<file path="src/rtl/mem_stage_pkg.sv">
// Shared types and constants for the memory stage of the encryption pipeline.
package mem_stage_pkg;

  localparam int MEMO_LINES = 64;
  localparam int REGI_SIZE  = 16;
  localparam int VECT_SIZE  = 8;
  localparam int ELEM_SIZE  = 8;

  localparam int INT_BEATS = REGI_SIZE / ELEM_SIZE;
  localparam int VEC_BEATS = VECT_SIZE;
  localparam int ADDR_W    = $clog2(MEMO_LINES);
  localparam int CNT_W     = $clog2(VECT_SIZE + 1);
  localparam int IDX_W     = $clog2(VECT_SIZE);

  typedef enum logic [1:0] {
    IDLE = 2'd0,
    XFER = 2'd1,
    DONE = 2'd2
  } stage_state_e;

  // Number of element beats an access needs for the given operand kind.
  function automatic logic [CNT_W-1:0] beatCount(input logic vecSel);
    return vecSel ? CNT_W'(VEC_BEATS) : CNT_W'(INT_BEATS);
  endfunction

endpackage

</file>
<file path="src/rtl/mem_stage_data_mem.sv">
// Private single-port data memory: MEMO_LINES x ELEM_SIZE, synchronous read.
// The array itself has no reset; only the read register is cleared.
module data_mem
  import mem_stage_pkg::*;
(
  input  logic                 clk_i,
  input  logic                 rst_i,
  input  logic                 we_i,
  input  logic [ADDR_W-1:0]    addr_i,
  input  logic [ELEM_SIZE-1:0] wdata_i,
  output logic [ELEM_SIZE-1:0] rdata_o
);

  logic [ELEM_SIZE-1:0] memArray_r [MEMO_LINES];

  // Array write port.
  always_ff @(posedge clk_i) begin
    if (we_i) begin
      memArray_r[addr_i] <= wdata_i;
    end
  end

  // Registered read port, data available the cycle after the address.
  always_ff @(posedge clk_i or negedge rst_i) begin
    if (!rst_i) begin
      rdata_o <= {ELEM_SIZE{1'b0}};
    end else begin
      rdata_o <= memArray_r[addr_i];
    end
  end

endmodule

</file>
<file path="src/rtl/mem_stage.sv">
// Memory stage: scalar/vector loads and stores as beat-sequenced transfers
// against a private data memory, results registered to writeback.
// Optional feature macro: MEMSTAGE_BOUNDS_CHECK_EN (out-of-range elements are
// dropped/zeroed and flagged on mem_fault_o instead of wrapping).
module mem_stage
  import mem_stage_pkg::*;
(
  input  logic                           clk_i,
  input  logic                           rst_i,
  input  logic [REGI_SIZE-1:0]           ialu_res_i,
  input  logic [ELEM_SIZE*VECT_SIZE-1:0] valu_res_i,
  input  logic [REGI_SIZE-1:0]           iswa_res_i,
  input  logic [ELEM_SIZE*VECT_SIZE-1:0] vswa_res_i,
  input  logic                           enableMem_i,
  input  logic                           enableReg_i,
  input  logic                           enableJump_i,
  input  logic                           flagMemRead_i,
  input  logic                           flagMemWrite_i,
  input  logic                           vec_sel_i,
  input  logic                           swap_sel_i,
  output logic                           stall_o,
  output logic [REGI_SIZE-1:0]           int_wb_o,
  output logic [ELEM_SIZE*VECT_SIZE-1:0] vec_wb_o,
  output logic                           enableReg_o,
  output logic                           enableJump_o,
  output logic                           vec_sel_o,
  output logic                           mem_fault_o
);

  localparam int INT_IDX_W = (INT_BEATS > 1) ? $clog2(INT_BEATS) : 1;

  stage_state_e                         state_r;
  stage_state_e                         nextState_s;
  logic [CNT_W-1:0]                     beatCnt_r;
  logic [VECT_SIZE-1:0][ELEM_SIZE-1:0]  asm_r;
  logic [VECT_SIZE-1:0][ELEM_SIZE-1:0]  loadVec_s;
  logic [VECT_SIZE-1:0][ELEM_SIZE-1:0]  vswaElems_s;
  logic [INT_BEATS-1:0][ELEM_SIZE-1:0]  iswaElems_s;
  logic [REGI_SIZE-1:0]                 intLoad_s;
  logic [CNT_W-1:0]                     nBeats_s;
  logic [CNT_W-1:0]                     lastBeat_s;
  logic [ADDR_W-1:0]                    base_s;
  logic [ADDR_W-1:0]                    memAddr_s;
  logic [IDX_W-1:0]                     elemIdx_s;
  logic [IDX_W-1:0]                     capIdx_s;
  logic [ELEM_SIZE-1:0]                 storeElem_s;
  logic [ELEM_SIZE-1:0]                 rdData_s;
  logic [ELEM_SIZE-1:0]                 capWord_s;
  logic memReq_s, isWrite_s, isRead_s, issue_s, stall_s, complete_s, memWe_s, oob_s;

  assign memReq_s    = enableMem_i & (flagMemRead_i | flagMemWrite_i);
  assign isWrite_s   = memReq_s & flagMemWrite_i;
  assign isRead_s    = memReq_s & ~flagMemWrite_i;
  assign nBeats_s    = beatCount(vec_sel_i);
  assign lastBeat_s  = nBeats_s - CNT_W'(1);
  assign base_s      = ialu_res_i[ADDR_W-1:0];
  assign elemIdx_s   = IDX_W'(beatCnt_r);
  assign capIdx_s    = IDX_W'(beatCnt_r - CNT_W'(1));
  assign vswaElems_s = vswa_res_i;
  assign iswaElems_s = iswa_res_i;
  assign storeElem_s = vec_sel_i ? vswaElems_s[elemIdx_s]
                                 : iswaElems_s[INT_IDX_W'(beatCnt_r)];

`ifdef MEMSTAGE_BOUNDS_CHECK_EN
  localparam int SUM_W = ADDR_W + 1;
  logic [SUM_W-1:0] addrSum_s;
  logic [SUM_W-1:0] lastSum_s;
  logic             rdOob_r;
  logic             opOob_s;
  assign addrSum_s = {1'b0, base_s} + SUM_W'(beatCnt_r);
  assign lastSum_s = {1'b0, base_s} + SUM_W'(lastBeat_s);
  assign memAddr_s = addrSum_s[ADDR_W-1:0];
  assign oob_s     = addrSum_s[ADDR_W];
  assign opOob_s   = memReq_s & lastSum_s[ADDR_W];
  assign capWord_s = rdOob_r ? {ELEM_SIZE{1'b0}} : rdData_s;
`else
  assign memAddr_s   = base_s + ADDR_W'(beatCnt_r);
  assign oob_s       = 1'b0;
  assign capWord_s   = rdData_s;
  assign mem_fault_o = 1'b0;
`endif

  assign memWe_s   = issue_s & isWrite_s & ~oob_s;
  assign stall_o   = rst_i & stall_s;
  assign intLoad_s = loadVec_s[INT_BEATS-1:0];

  // Merge the word returning this cycle into the assembled load data.
  always_comb begin
    loadVec_s           = asm_r;
    loadVec_s[capIdx_s] = capWord_s;
  end

  // Beat sequencing: decide stall, completion and next state.
  always_comb begin
    nextState_s = state_r;
    issue_s     = 1'b0;
    stall_s     = 1'b0;
    complete_s  = 1'b0;
    case (state_r)
      IDLE: begin
        if (memReq_s) begin
          issue_s = 1'b1;
          if (isRead_s || (nBeats_s > CNT_W'(1))) begin
            stall_s     = 1'b1;
            nextState_s = XFER;
          end else begin
            complete_s  = 1'b1;
            nextState_s = IDLE;
          end
        end else begin
          complete_s  = 1'b1;
          nextState_s = IDLE;
        end
      end
      XFER: begin
        issue_s = 1'b1;
        if (isWrite_s) begin
          if (beatCnt_r == lastBeat_s) begin
            complete_s  = 1'b1;
            nextState_s = IDLE;
          end else begin
            stall_s = 1'b1;
          end
        end else begin
          stall_s = 1'b1;
          if (beatCnt_r == lastBeat_s) begin
            nextState_s = DONE;
          end else begin
            nextState_s = XFER;
          end
        end
      end
      DONE: begin
        complete_s  = 1'b1;
        nextState_s = IDLE;
      end
      default: begin
        nextState_s = IDLE;
      end
    endcase
  end

  // FSM state, beat counter, load assembly and registered writeback outputs.
  always_ff @(posedge clk_i or negedge rst_i) begin
    if (!rst_i) begin
      state_r      <= IDLE;
      beatCnt_r    <= {CNT_W{1'b0}};
      asm_r        <= {(VECT_SIZE*ELEM_SIZE){1'b0}};
      int_wb_o     <= {REGI_SIZE{1'b0}};
      vec_wb_o     <= {(VECT_SIZE*ELEM_SIZE){1'b0}};
      enableReg_o  <= 1'b0;
      enableJump_o <= 1'b0;
      vec_sel_o    <= 1'b0;
`ifdef MEMSTAGE_BOUNDS_CHECK_EN
      rdOob_r      <= 1'b0;
      mem_fault_o  <= 1'b0;
`endif
    end else begin
      state_r <= nextState_s;
`ifdef MEMSTAGE_BOUNDS_CHECK_EN
      rdOob_r <= oob_s;
`endif
      if ((state_r != IDLE) && isRead_s) begin
        asm_r <= loadVec_s;
      end
      if (complete_s) begin
        beatCnt_r    <= {CNT_W{1'b0}};
        int_wb_o     <= (isRead_s && !vec_sel_i) ? intLoad_s
                        : (swap_sel_i ? iswa_res_i : ialu_res_i);
        vec_wb_o     <= (isRead_s && vec_sel_i) ? loadVec_s
                        : (swap_sel_i ? vswa_res_i : valu_res_i);
        enableReg_o  <= enableReg_i;
        enableJump_o <= enableJump_i;
        vec_sel_o    <= vec_sel_i;
`ifdef MEMSTAGE_BOUNDS_CHECK_EN
        mem_fault_o  <= mem_fault_o | opOob_s;
`endif
      end else begin
        beatCnt_r    <= beatCnt_r + CNT_W'(1);
        enableReg_o  <= 1'b0;
        enableJump_o <= 1'b0;
      end
    end
  end

  data_mem uMem (
    .clk_i   (clk_i),
    .rst_i   (rst_i),
    .we_i    (memWe_s),
    .addr_i  (memAddr_s),
    .wdata_i (storeElem_s),
    .rdata_o (rdData_s)
  );

endmodule

</file>
<file path="config.mk">
export PLATFORM = sky130hd
export DESIGN_NAME = mem_stage
export DESIGN_NICKNAME = d
export VERILOG_FILES = /design/src/rtl/mem_stage_pkg.sv /design/src/rtl/mem_stage_data_mem.sv /design/src/rtl/mem_stage.sv
export SDC_FILE = /design/constraint.sdc
export NUM_CORES = 1
export LEC_CHECK = 0
export CAP_MARGIN = 20
export CORE_UTILIZATION = 50
export CTS_CLUSTER_DIAMETER = 40
export DETAILED_ROUTE_END_ITERATION = 16
export GPL_TIMING_DRIVEN = 0
export PLACE_DENSITY_LB_ADDON = 0.1
export SLEW_MARGIN = 30
export SYNTH_ARGS = -nofsm -noshare
export SYNTH_HDL_FRONTEND = slang
export SYNTH_SLANG_ARGS = --single-unit
</file>
<file path="constraint.sdc">
create_clock -name clk_i -period 4.2 [get_ports clk_i]
set_clock_uncertainty 0.05 [all_clocks]
set_input_delay 0.84 -clock clk_i [delete_from_list [all_inputs] [get_ports clk_i]]
set_output_delay 0.84 -clock clk_i [all_outputs]
set_load 0.01 [all_outputs]
</file>
==> flow_results.org, run 1 <==
** Routing
- Drt first pass iters :: 8
- After detailed routing, the average wire length per cell comes to 27.6 um.
- First-iteration detailed-routing DRC count :: 1749
- Vias after detailed routing :: 18600
- Routed Wire Length :: 86.4 mm
- In the routed design, unresolved DRC markers number 0.
- Once detail routing completed, the nets flagged for antenna violations numbered 0.
- Detail-routed via count per cell :: 5.95

** Final layout
- Counting the fill cells in the layout gives 4193.
- The post-route netlist has 24.6% of its cells at a drive strength greater than 1.
- The area growth from synthesis to layout is 27.0%.
- Once layout is complete, the utilization of the core stands at 64.2%.
- Total number of nets in the final design :: 2459
- Commonest cells after routing, fill and taps aside :: sky130_fd_sc_hd__edfxtp_1 (512), sky130_fd_sc_hd__nand2_1 (299), sky130_fd_sc_hd__clkdlybuf4s50_1 (249)
- Leaving out fill and tap cells, the most frequent cell in the layout is sky130_fd_sc_hd__edfxtp_1.

** Synthesis
- Arithmetic-cell share of the synthesized area counting full adders, half adders and majority gates :: 0.326%
- Post-synthesis sequential element count :: 673
- In the post-synthesis netlist, the biggest area contributors are sky130_fd_sc_hd__edfxtp_1 (53%), sky130_fd_sc_hd__dfrtp_1 (14%), sky130_fd_sc_hd__mux4_2 (11%), sky130_fd_sc_hd__mux2_2 (4.4%), sky130_fd_sc_hd__nand2_1 (3.9%).
- Synthesis instantiated 56 different standard cells from the library.
- Of the post-synthesis cell area, the dominant cell type holds 52.7%.
- Xor and xnor area share after synthesis :: 0.206%
- Sequential-to-total area share from yosys stat :: 66.5%
- Complex-gate fraction of the synthesized area :: 4.40%
- After Yosys synthesis, and, or, nand and nor cells account for 7.39% of the synthesized area.
- Area of the mapped netlist :: 0.0292 sq mm
- Per-instance average area after synthesis :: 15.2 sq um
- Mux cell area share after synthesis :: 19.1%
- Total of warnings raised by yosys :: 0
- Total nets after synthesis :: 2090
- Largest family of logic cells by synthesized area :: multiplexers
- Number of instances in the synthesized netlist :: 1914
- The largest total area in the synthesized netlist belongs to sky130_fd_sc_hd__edfxtp_1.

** Hold path
- The path class of the tightest hold or removal check is reg2reg.
- Hold Crit Depth :: 2
- For hold timing, the worst endpoint is asm_r[7].
- Worst min-delay path startpoint :: asm_r[7]

** Timing
- Setup slack on the critical path of the routed design comes to -0.128 ns.
- The total count of hold-check failures in the final report came to 0.
- WHS :: 0.423 ns
- Part of the cycle the worst path needs :: 103%
- Setup repair after global routing missed its margin :: yes
- Worst-case headroom to the max-slew limit :: 37.8%
- Setup violators final :: 89
- Number of slew-limit violations in the final report :: 0
- For the pin with the worst max-slew slack, the measured transition is 0.930 ns.
- Max Freq :: 231 MHz
- Minimum clock period :: 4.33 ns

** Clocking
- Cts bufs inserted :: 95
- For the worst-skew pair, the clock arrives at the later sink with an insertion delay of 0.64 ns.
- Counting every sink on the clock net gives 673.
- TritonCTS clock tree :: built
- CTS placed an instance of sky130_fd_sc_hd__clkbuf_16 at the clock tree root.
- The clock passes through at most 3 buffers.
- Level count of the clock H-tree :: 3
- Clock transition at path regs :: 0.05 ns

** Run status
- The flow ran to the end, but the final reports show violations.
- The checks that failed: negative setup slack.

** Global route
- The number of global-route vias before repair came to 19000.
- Across every metal layer, demand over resource in global routing totals 29.4%.
- Largest net degree at the start of global routing :: 74
- For this run the aggregate overflow at the end of global routing stands at 0.
- The number of antenna violations at the first check in global routing is 1.
- The first global-routing pass estimated 127 mm of wire.

** Placement
- IO buf count :: 250
- Final weighted congestion of routability-driven global placement :: 0.949
- The HPWL after detailed placement is 61.8 mm.

** Floorplan
- The die covers 0.0593 sq mm.
- Once the floorplan was initialized, standard cells occupied 50.6% of the core.
- Number of rows created at floorplan :: 88
- Die Wd :: 244 um
- Chip Height :: 244 um
- Core footprint :: 0.0577 sq mm
- In this run the count of I/O pins placed on the die edge is 254.

** Setup path
- Cell at the slowest stage of the critical path :: sky130_fd_sc_hd__nor2_1
- STA classifies the critical path startpoint as a primary input.
- The signal on the critical path passes through clkdlybuf4s50_1 > ha_1 > fa_1 > xnor2_2 > buf_2 > nor2_1 > nand2_1 > nor2_1.
- For this run, the slowest stage of the critical path takes 0.81 ns.
- Measured in cells, the most critical reg-to-reg path has a length of 7.
- Class of the most critical setup path :: in2reg
- Of all nets on the critical path, the largest fanout is 10.
- At the worst endpoint, the arrival time is 4.54 ns.
- The endpoint identified for the worst register-to-register timing path is uMem.memArray_r[44][0].
- Required time of the worst setup path :: 4.41 ns
- Across all register-to-register paths, the minimum setup slack is 0.23 ns.
- Source of the worst register-to-register timing path :: beatCnt_r[0]
- In this design, the critical path's most frequently occurring cell is sky130_fd_sc_hd__nor2_1.
- Sort of element at the end of the critical path :: register

** Power
- Leakage power :: 13.5 nW
- The worst-case IR drop observed on VDD is 0.000513 V.
- Power per cell area :: 758 mW/mm^2

** Run
- Across the run, the number of max-cap violations was 0.
-- per-layer routing --
metal	wire length (um)	GRT usage, %	vias up
met2	42000	48.0	867
met3	6570	5.46	158
met4	3380	11.6	0
li1	-	-	8071
met5	0	0	-
met1	34400	39.3	9515
-- kinds of logic after synthesis --
kind of cell | count (synthesis)
other | 1
adder cells (fa/ha/maj) | 7
multiplexers | 364
flip-flops | 673
AND/OR/NAND/NOR | 507
AO/OA/AOI/OAI | 227
buffers and inverters | 129
XOR/XNOR | 6
-- sequential cells by signal, summed over array words and instances, names as in the netlist, 2 cells and up --
name,flops
asm_r,64
beatCnt_r,4
int_wb_o,16
state_r,2
uMem.memArray_r,512
uMem.rdata_o,8
vec_wb_o,64
-- what timing repair did --
action | CTS | global route
endpoints found under the hold margin | 19 | 0
cloned | 0 | 1
gates resized for setup | 102 | 31
setup buffers | 3 | 1
hold buffers | 1 | 0
pin swaps | 2 | 0
setup endpoints to repair | 520 | 371
-- critical path, delay by kind of cell --
| kind | cells | cell delay (ns) |
|---|---|---|
| fa+ha+maj | 2 | 0.83 |
| xor+xnor | 1 | 0.33 |
| simple gates | 3 | 1.69 |
| buf+inv | 2 | 0.83 |
-- final cells by class --
| class | count | area (sq um) | area share (%) |
|---|---|---|---|
| Inverter | 6 | 22.5 | 0.0608 |
| Buffer | 120 | 597 | 1.61 |
| Clock buffer | 107 | 2460 | 6.65 |
| Clock inverter | 68 | 846 | 2.28 |
| Multi-Input combinational cell | 1112 | 9720 | 26.2 |
| Tap cell | 765 | 957 | 2.58 |
| Timing Repair Buffer | 275 | 3050 | 8.22 |
| Sequential cell | 673 | 19400 | 52.4 |
| Antenna cell | 1 | 2.50 | 0.00675 |
-- worst max-delay path by stage --
| stage | slack, ns | to | startpoint | cells after the start |
|---|---|---|---|---|
| after floorplan | 0.26 | uMem.memArray_r[0][6] | vec_sel_i | 4 |
| after global placement | -4.55 | stall_o | rst_i | 3 |
| after detailed placement | -1.78 | uMem.memArray_r[63][2] | ialu_res_i[0] | 9 |
| after CTS | -0.10 | uMem.memArray_r[4][4] | ialu_res_i[0] | 11 |
| after global routing | -0.21 | uMem.memArray_r[44][0] | ialu_res_i[0] | 10 |
| final | -0.13 | uMem.memArray_r[44][0] | ialu_res_i[0] | 8 |
-- synth_stat cells (all sizes together) --
cell type	number
a2111oi	2
a211o	1
a211oi	29
a21o	2
a21oi	21
a221oi	2
a311oi	1
a31oi	9
a41oi	1
and2	7
and3	22
and3b	2
buf	58
clkbuf	65
clkinv	1
conb	1
dfrtp	161
edfxtp	512
fa	1
ha	6
inv	5
mux2	113
mux2i	108
mux4	143
nand2	303
nand2b	4
nand3	27
nand3b	4
nand4	1
nor2	102
nor2b	16
nor3	3
nor3b	2
o211ai	3
o21a	1
o21ai	152
o22a	1
o32a	1
o32ai	1
or2	4
or3	4
or4	5
or4b	1
xnor2	3
xor2	3
-- through the flow --
step | instances | total power, mW | setup slack, ns | setup TNS, ns | instance area [sq um]
2_1_floorplan | 1914 | 15.1 | 0.257 | 0 | 29200
3_3_place_gp | 2929 | 19.3 | -4.55 | -2785.75 | 32600
3_5_place_dp | 2948 | 19.7 | -1.78 | -710.79 | 33200
4_1_cts | 3126 | 28.1 | -0.104 | -1.66 | 36900
5_1_grt | 3126 | 29.1 | -0.208 | -15.79 | 37100
6_report | 3127 | 28.1 | -0.128 | -5.28 | 37100
-- power by group --
part	internal [mW]	total, mW	leakage [nW]	switching, mW
Combinational	4.43	10.8	5.30	6.35
Clock	5.10	8.21	1.58	3.11
Sequential	8.63	9.11	6.64	0.481
No activity file was read; power rests on OpenSTA's default activity.
==> inputs of run 2 (changes only) <==
- CTS_CLUSTER_SIZE: not set -> 10
- RECOVER_POWER: not set -> 25
==> flow_results.org, run 2 (synthesized netlist as in run 1, its figures left out) <==
** Global route
- The total overflow left after global routing is 0.
- The number of global-route vias before repair is 19200.
- Global routing consumed, over all layers together, 29.6% of the routing resources.
- Antenna violations before repair :: 1
- Global-route wire length before repair :: 127 mm
- Largest net degree at the start of global routing :: 74

** Power
- Power per cell area :: 741 mW/mm^2
- Leakage power :: 13.5 nW
- The worst-case IR drop observed on VDD is 0.000415 V.

** Clocking
- TritonCTS built the clock tree.
- The cell sitting at the root of the clock tree is a sky130_fd_sc_hd__clkbuf_16.
- The H-tree generated during clock tree synthesis spans 3 levels.
- The clock passes through at most 3 buffers.
- In this run, CTS created clock tree buffers numbering 97.
- After clock tree synthesis, the clock-pin slew on the worst setup and hold paths is 0.05 ns.
- Worst-Skew Late Latency :: 0.64 ns
- The tree built by TritonCTS fans out to 673 sinks.

** Timing
- Headroom to the max-slew limit came out at -34.2%.
- For the pin with the worst max-slew slack, the measured transition is 2.01 ns.
- Across all setup checks in the final design, the least slack found is -0.0238 ns.
- Final-report hold violation count :: 0
- For this run, the top clock speed supported by timing is 237 MHz.
- The max-slew violation count is 37.
- Setup violators final :: 16
- Setup repair after global routing could not meet its margin everywhere.
- Part of the cycle the worst path needs :: 101%
- After routing, the total negative slack on setup checks comes to -0.190 ns.
- Counting I/O delays and the setup requirement, the final critical path takes 4.22 ns.

** Setup path
- Cell chain of the critical path :: clkdlybuf4s50_1 > ha_1 > nand3_1 > a21o_1 > nand2_1 > buf_2 > buf_2 > nand2_1 > nor2_2
- Stage delay of the slowest cell on the critical path :: 0.59 ns
- Worst EP arrival :: 4.45 ns
- Class of the most critical setup path :: in2reg
- STA classifies the critical path startpoint as a primary input.
- Max FO, Critical Path :: 10
- Required time of the worst setup path :: 4.43 ns
- The slowest stage of the critical path is the sky130_fd_sc_hd__clkdlybuf4s50_1 cell.
- STA classifies the critical path endpoint as a register.

** Floorplan
- Top-level port count :: 254
- The die is 244 um tall.
- The floorplan step defined a die boundary enclosing 0.0593 sq mm.
- The die is 244 um wide.
- Number of rows created at floorplan :: 88
- After floorplanning, the core was sized to cover 0.0577 sq mm.
- Effective utilization at floorplan :: 50.6%

** Routing
- Before antenna repair, the detailed router went through 5 iterations.
- Detail-routed via count per cell :: 5.94
- Routed Wire Length :: 86.5 mm
- Residual DRC count :: 0
- Count of nets left with antenna violations after detail routing :: 0
- In the final routed layout, each cell accounts on average for 27.7 um.
- Across all layers, the routed design uses 18500 vias.
- The detailed router finished its first iteration with 1694 violations.

** Final layout
- The post-route netlist has 24.2% of its cells at a drive strength greater than 1.
- Filler cells :: 4212
- The number of antenna diodes in the final layout is 0.
- Commonest cells after routing, fill and taps aside :: sky130_fd_sc_hd__edfxtp_1 (512), sky130_fd_sc_hd__nand2_1 (297), sky130_fd_sc_hd__clkdlybuf4s50_1 (166)
- The largest registers in the layout are uMem.memArray_r x512, asm_r x64, vec_wb_o x64.
- For this run, the post-layout net count is 2470.
- The library cell used most frequently in the layout, excluding fill and tap cells, is sky130_fd_sc_hd__edfxtp_1.
- Synthesis-to-layout area growth :: 26.5%
- At the end of the flow the core is filled with cells to 64.0%.
- Flip-flop count of the largest register after layout :: 512
- Ranked by flip-flop count, first place goes to uMem.memArray_r.

** Placement
- During placement, the flow inserted port buffers numbering 250.
- Final weighted congestion of routability-driven global placement :: 0.949
- Half-perimeter wire length of the detailed placement result :: 61.8 mm

** Hold path
- In this run the worst hold path is classified as reg2reg.

** Run status
- Status :: complete, but fails checks
- The final reports fail on max-capacitance violations, max-slew violations, negative setup slack.

** Run
- Count of maximum capacitance violations :: 1
[run 2: cell types whose count changed in the layout (fill, tap and decap cells not counted), sizes merged]
cell and delta:
diode -1, bufinv -6, clkbuf +21, dlygate4sd3 +83, inv -9, clkdlybuf4s50 -83, buf +2, clkinvlp -2
clkinv -11
[run 2: stage by stage]
stage          setup slack [ns]  power [mW]  area (sq um)  hold slack, ns  cells
6_report                -0.0238        27.4         36900           0.422   3121
5_1_grt                 -0.0590        28.4         36900           0.451   3121
4_1_cts                  -0.132        27.6         36900           0.425   3122
3_5_place_dp              -1.78        19.7         33200           0.411   2948
3_3_place_gp              -4.55        19.3         32600           0.405   2929
2_1_floorplan             0.257        15.1         29200           0.390   1914
[run 2: layout make-up]
cell class              count  area [sq um]  share of cell area [%]
clock buffers             121          2570                    6.96
flip-flops and latches    673         19400                    52.6
clock inverters            40           482                    1.30
multi-input cells        1112          9800                    26.6
repair buffers            284          3080                    8.35
well taps                 765           957                    2.59
inverters                   6          22.5                  0.0610
plain buffers             120           598                    1.62
[run 2: final timing paths]
path	endpoint	startpoint	depth (start not counted)	slack, ns
max	uMem.memArray_r[51][5]	ialu_res_i[1]	9	-0.02
min	asm_r[5]	asm_r[5]	2	0.42
max reg2reg	uMem.memArray_r[51][5]	beatCnt_r[2]	9	0.25
min reg2reg	asm_r[5]	asm_r[5]	2	0.42
max in group asynchronous	asm_r[49]	rst_i	3	1.38
min in group asynchronous	vec_wb_o[16]	rst_i	2	0.58
[run 2: metal layers]
metal  vias up  routed length, um  track usage [%]
li1       8060                  -                -
met1      9433              34000             38.9
met2       864              42000             48.2
met3       186               6970             5.96
met4         2               3510             12.3
met5         -                 15                0
[run 2: what timing repair did]
item,CTS,global route
gates cloned,0,1
setup buffers,12,1
gates resized for setup,127,35
endpoints found under the hold margin,19,0
hold buffers,1,0
endpoints found under the setup margin,520,473
pin swaps,8,1
[run 2: worst max-delay path: cells and delay by family]
family | cells | cell delay (ns)
and+or+nand+nor | 4 | 1.61
buffers and inverters | 3 | 1.31
adders and majority gates | 1 | 0.40
AOI/OAI and AO/OA | 1 | 0.27
[run 2: report_power, final]
group / switching, mW / total [mW] / internal [mW] / leakage (nW)
Combinational: 6.38 / 10.6 / 4.23 / 5.44
Sequential: 0.460 / 9.10 / 8.64 / 6.64
Clock: 2.91 / 7.67 / 4.76 / 1.45
Total: 9.75 / 27.4 / 17.6 / 13.5
